==> src/rtl/ifetch_ctrl.sv <==
// ifetch_ctrl: instruction fetch FSM
// one bus request in flight, words handed to IF/ID in dataF
module ifetch_ctrl #(
  parameter logic [63:0] RESET_PC = 64'h0000_0000_8000_0000
) (
  input  logic        clk,
  input  logic        reset,
  output logic        ireq_valid,
  output logic [63:0] ireq_addr,
  input  logic        iresp_addr_ok,
  input  logic        iresp_data_ok,
  input  logic [31:0] iresp_data,
  input  logic        redirect_valid,
  input  logic [63:0] redirect_pc,
  input  logic        stall,
  output logic [96:0] dataF,
  output logic        Iwait
);

  typedef enum logic [1:0] {
    IDLE,
    REQ,
    WAIT,
    HOLD
  } state_t;

  typedef struct packed {
    logic [31:0] raw_instr;
    logic [63:0] pc;
    logic        is_bubble;
  } fetch_data_t;

  state_t      state_q, state_d;
  logic [63:0] pc_q, pc_d;
  logic        discard_q, discard_d;
  logic [31:0] ibuf_q, ibuf_d;
  fetch_data_t dataf_q, dataf_d;

  logic        dlv;
  logic [31:0] dlv_word;
  logic [63:0] redir_pc;
  logic [63:0] pc_inc;

  assign redir_pc = redirect_pc & ~64'd3;
  assign pc_inc   = pc_q + 64'd4;

  // next-state: redirect first, then response, then stall
  always_comb begin
    state_d           = state_q;
    pc_d              = pc_q;
    discard_d         = discard_q;
    ibuf_d            = ibuf_q;
    dataf_d           = dataf_q;
    dataf_d.is_bubble = 1'b1;
    dlv               = 1'b0;
    dlv_word          = iresp_data;
    unique case (state_q)
      IDLE: begin
        state_d = REQ;
        if (redirect_valid) begin
          pc_d   = redir_pc;
          ibuf_d = '0;
        end
      end
      REQ: begin
        if (redirect_valid) begin
          pc_d      = redir_pc;
          discard_d = 1'b0;
        end else if (iresp_data_ok) begin
          if (!stall) begin
            dlv = 1'b1;
          end else begin
            ibuf_d  = iresp_data;
            state_d = HOLD;
          end
        end else if (iresp_addr_ok) begin
          state_d = WAIT;
        end
      end
      WAIT: begin
        if (redirect_valid) begin
          pc_d = redir_pc;
          if (iresp_data_ok) begin
            discard_d = 1'b0;
            state_d   = REQ;
          end else begin
            discard_d = 1'b1;
          end
        end else if (iresp_data_ok) begin
          if (discard_q) begin
            discard_d = 1'b0;
            state_d   = REQ;
          end else if (!stall) begin
            dlv = 1'b1;
          end else begin
            ibuf_d  = iresp_data;
            state_d = HOLD;
          end
        end
      end
      HOLD: begin
        if (redirect_valid) begin
          pc_d    = redir_pc;
          ibuf_d  = '0;
          state_d = REQ;
        end else if (!stall) begin
          dlv      = 1'b1;
          dlv_word = ibuf_q;
        end
      end
    endcase
    if (dlv) begin
      dataf_d.raw_instr = dlv_word;
      dataf_d.pc        = pc_q;
      dataf_d.is_bubble = 1'b0;
      pc_d              = pc_inc;
      state_d           = REQ;
    end
  end

  // state and IF/ID register
  always_ff @(posedge clk or posedge reset) begin
    if (reset) begin
      state_q   <= IDLE;
      pc_q      <= RESET_PC;
      discard_q <= 1'b0;
      ibuf_q    <= '0;
      dataf_q   <= '{raw_instr: '0, pc: '0, is_bubble: 1'b1};
    end else begin
      state_q   <= state_d;
      pc_q      <= pc_d;
      discard_q <= discard_d;
      ibuf_q    <= ibuf_d;
      dataf_q   <= dataf_d;
    end
  end

  assign ireq_valid = (state_q == REQ);
  assign ireq_addr  = pc_q;
  assign Iwait      = (state_q == REQ) || (state_q == WAIT);
  assign dataF      = dataf_q;

endmodule

==> config.mk <==
export PLATFORM = sky130hd
export DESIGN_NAME = ifetch_ctrl
export DESIGN_NICKNAME = d
export VERILOG_FILES = /design/src/rtl/ifetch_ctrl.sv
export SDC_FILE = /design/constraint.sdc
export NUM_CORES = 1
export LEC_CHECK = 0
export BUFFER_PORTS_ARGS = -buffer_cell sky130_fd_sc_hd__buf_2
export CAP_MARGIN = 40
export CELL_PAD_IN_SITES_DETAIL_PLACEMENT = 0
export CELL_PAD_IN_SITES_GLOBAL_PLACEMENT = 1
export CORE_MARGIN = 3
export CORE_UTILIZATION = 39
export DETAILED_ROUTE_END_ITERATION = 6
export GPL_TIMING_DRIVEN = 0
export HOLD_SLACK_MARGIN = 0.03
export MAX_ROUTING_LAYER = met4
export PLACE_DENSITY = 0.79
export SYNTH_ARGS = -nofsm -noshare
export SYNTH_HDL_FRONTEND = slang
export SYNTH_SLANG_ARGS = --single-unit
==> constraint.sdc <==
create_clock -name clk -period 6.78 [get_ports clk]
set_input_delay 1.017 -clock clk [delete_from_list [all_inputs] [get_ports clk]]
set_output_delay 1.017 -clock clk [all_outputs]
set_load 0.01 [all_outputs]
==> flow_summary_export.csv <==
group,metric,value,unit
outcome,status,"complete, no violations",
logic_synthesis,synth.top_cells.by_area,"dfrtp_1 50%, nand2_1 9.8%, mux2i_1 3.9%",
finish,syn_to_final_growth,24.77,%
worst_setup_path,critical_path_class,"flip-flop to flip-flop",
sta,period_needed,3426,ps
logic_synthesis,synth_area,9540,um^2
logic_synthesis,synth-warning-count,0,
grt,grt_pass1_vias,8748,
drt,wl_per_cell,20.73,um
sta,slew_headroom,39.15,%
logic_synthesis,synthCells,1029,
min_path,hold_path.class,"flip-flop to flip-flop",
sta,drv_slew,0,
drt,wl,34060,um
clock_tree,cts_buffer_depth,2,
drt,via_count,9131,
drt,drc_errors,0,
drt,drt-vias-per-instance,5.558,
finish,final_area,11900,um^2
grt,grt_pass1_wl,51840,um
placed_design,place.gp.congestion,0.9276,
pwr,combPwrFrac,41.9,%
clock_tree,clockRootBuffer,"clkbuf_16",
sta,worst_slack,3354,ps
clock_tree,cts_hold_buffers,0,
sta,rsz0062_at_grt,"no",
sta,skew,17.03,ps
pwr,pwr-share-clk,19.1,%
logic_synthesis,synth_top_area_share,49.84,%
placed_design,hpwl,24510,um
min_path,holdPathStages,2,
sta,hold_viol_final,0,
pwr,p_leak,5.560,nW
die,die_w,162.4,um
worst_setup_path,crit_required,7060,ps
worst_setup_path,crit_fanout,10,
worst_setup_path,cp-start-kind,"flip-flop",
grt,grt_max_degree,99,
sta,worst_slew_pin_slew,912.7,ps
placed_design,pre_cts_ws,3164,ps
clock_tree,clock-sinks,192,
pwr,peakVddDrop,0.1683,mV
finish,nets,1417,
logic_synthesis,synth_area_per_cell,9.272,um^2
drt,drt_iter0_drc,850,
finish,final_layout_size_suffix_gt1_share,25.47,%
worst_setup_path,cpPeakStageDelay,750,ps
sta,period_share,50.53,%
logic_synthesis,synthMostInstantiatedCell,"nand2_1",
logic_synthesis,synth_common_cells,"248 x nand2_1, 190 x dfrtp_1, 63 x o21ai_0",
clock_tree,postCtsSetupRepairBufs,0,
pwr,p_seq_share,39.0,%
clock_tree,cts_resized,0,
logic_synthesis,ys_seq_area_share,50.39,%
sta,setup_viol,0,
clock_tree,cts_tree,"built",
clock_tree,cts_max_level,4,
worst_setup_path,crit_cells,9,
die,start_util,40.17,%
die,die_area,26380,um^2
grt,antenna_found_initial,1,
worst_setup_path,path_cells,"inv_1 -> ha_1 -> buf_2 -> a21oi_1 -> a2111oi_2 -> clkbuf_8 -> clkbuf_1 -> clkbuf_1 -> a21oi_1",
clock_tree,numCtsBuffers,17,
logic_synthesis,ys_types,71,
worst_setup_path,path_buf_inv,5,
placed_design,port_buffers,258,
worst_setup_path,timing.critical_path.to_type,"flip-flop",
grt,grt-ovfl-total,0,
die,io_pins,265,
run,drv_cap,0,
finish,final_util,50.12,%
pwr,swShare,44.27,%
die,row_count,56,
clock_tree,clkLatencyLatePin,450,ps
pwr,p_int,3.128,mW
die,die_h,162.4,um
pwr,power_density,471.4,nW/um^2
sta,timing.setup.tns,0,ps
logic_synthesis,ys.flop_type,"dfrtp_1",
worst_setup_path,slowest_stage,"clkbuf_1",
grt,grtUsageTotal,26.35,%
drt,dr.pass1.iters,5,
drt,drtAntennaViolNets,0,
logic_synthesis,async_flop_share,100.0,%
logic_synthesis,ys_seq_elements,192,
sta,fmax,291.9,MHz
worst_setup_path,cp_data_arrival_time,3710,ps
die,core-area,23750,um^2
logic_synthesis,yosysTopAreaCell,"dfrtp_1",
pwr,p_sw,2.484,mW
worst_setup_path,reg2regPathDepth,9,
worst_setup_path,crit_family,"buffers and inverters",
clock_tree,clkTransAtPathRegs,80,ps
logic_synthesis,synth_edf_count,0,
finish,fillers,2379,
placed_design,place_area,11280,um^2
-- power groups by stage --
stage	Clock, mW	Combinational (mW)	Sequential [mW]
detailed placement	0	2.35	2.20
CTS	1.09	2.36	2.18
global placement	0	2.32	2.19
global route	1.15	2.57	2.27
finish	1.07	2.35	2.19
floorplan	0	1.19	2.29
-- worst reg2reg max path, delay by kind of cell (launching register included) --
kind | cells | cell delay (ps)
buffers and inverters | 5 | 1930
AO/OA/AOI/OAI | 3 | 720
adder cells (fa/ha/maj) | 1 | 180
flip-flops | 1 | 420
-- state kept, by name, summed over array words and instances, names as in the netlist --
signal / count
dataF: 95
discard_q: 1
ibuf_q: 32
state_q: 2
ireq_addr: 62
-- worst paths after layout --
path | from | end | slack, ps
min in group asynchronous | reset | dataF[48] | 660
hold reg to reg | dataF[57] | dataF[57] | 470
setup / recovery | state_q[1] | ireq_addr[47] | 3350
max in group asynchronous | reset | ireq_addr[5] | 5140
setup reg to reg | state_q[1] | ireq_addr[47] | 3350
hold / removal | dataF[57] | dataF[57] | 470
-- per-stage QoR --
stage,power [mW],std cells,hold slack (ps)
2_1_floorplan,3.485,1032,465.6
3_3_place_gp,4.504,1609,453.5
3_5_place_dp,4.550,1610,457.3
4_1_cts,5.632,1642,476.7
5_1_grt,5.998,1643,492.9
6_report,5.612,1643,471.2
-- routing by layer --
| metal | vias to the layer above | part of all wire (%) | track usage, % |
|---|---|---|---|
| li1 | 4252 | - | - |
| met4 | 0 | 1.9 | 7.173 |
| met5 | - | 0 | - |
| met2 | 393 | 46 | 39.78 |
| met1 | 4447 | 44 | 36.76 |
| met3 | 39 | 7.8 | 4.781 |
-- area by class of cell --
class                      count  area, um^2  area share [%]
tap                          319       399.1           3.353
sequential                   192        4807           40.38
clock buffer                  18       439.2           3.689
inverter                      16       67.56          0.5676
clock inverter                14       185.2           1.556
antenna                        1       2.502         0.02102
multi-input combinational    748        4258           35.77
timing repair buffer         259        1319           11.08
buffer                        76       426.7           3.584
-- cell families after synthesis --
group	share of synthesized area (%)
and+or+nand+nor	24.00
AOI/OAI and AO/OA	15.75
DFF	50.39
buffers and inverters	5.101
muxes	3.882
adders and majority gates	0.6557
xor gates and xnor gates	0.1836
other	0.03931
-- layout by cell type, fill, tap and decap left out, drive strengths merged, types with 4 or more instances in the layout --
| cell | n |
|---|---|
| o21ai | 64 |
| and2 | 7 |
| o211ai | 18 |
| nand4 | 24 |
| nor3 | 46 |
| nor3b | 4 |
| a311oi | 8 |
| nand2 | 249 |
| and4 | 10 |
| dfrtp | 190 |
| conb | 4 |
| or4 | 4 |
| ha | 5 |
| clkinv | 4 |
| nor4 | 17 |
| o311ai | 7 |
| a21o | 6 |
| mux2i | 37 |
| clkbuf | 70 |
| a211oi | 19 |
| a21oi | 29 |
| nand3 | 33 |
| or3 | 9 |
| and3 | 8 |
| buf | 283 |
| a22o | 31 |
| nor2 | 54 |
| o22ai | 10 |
| inv | 24 |
| a22oi | 6 |
No activity file was read; power rests on OpenSTA's default activity.
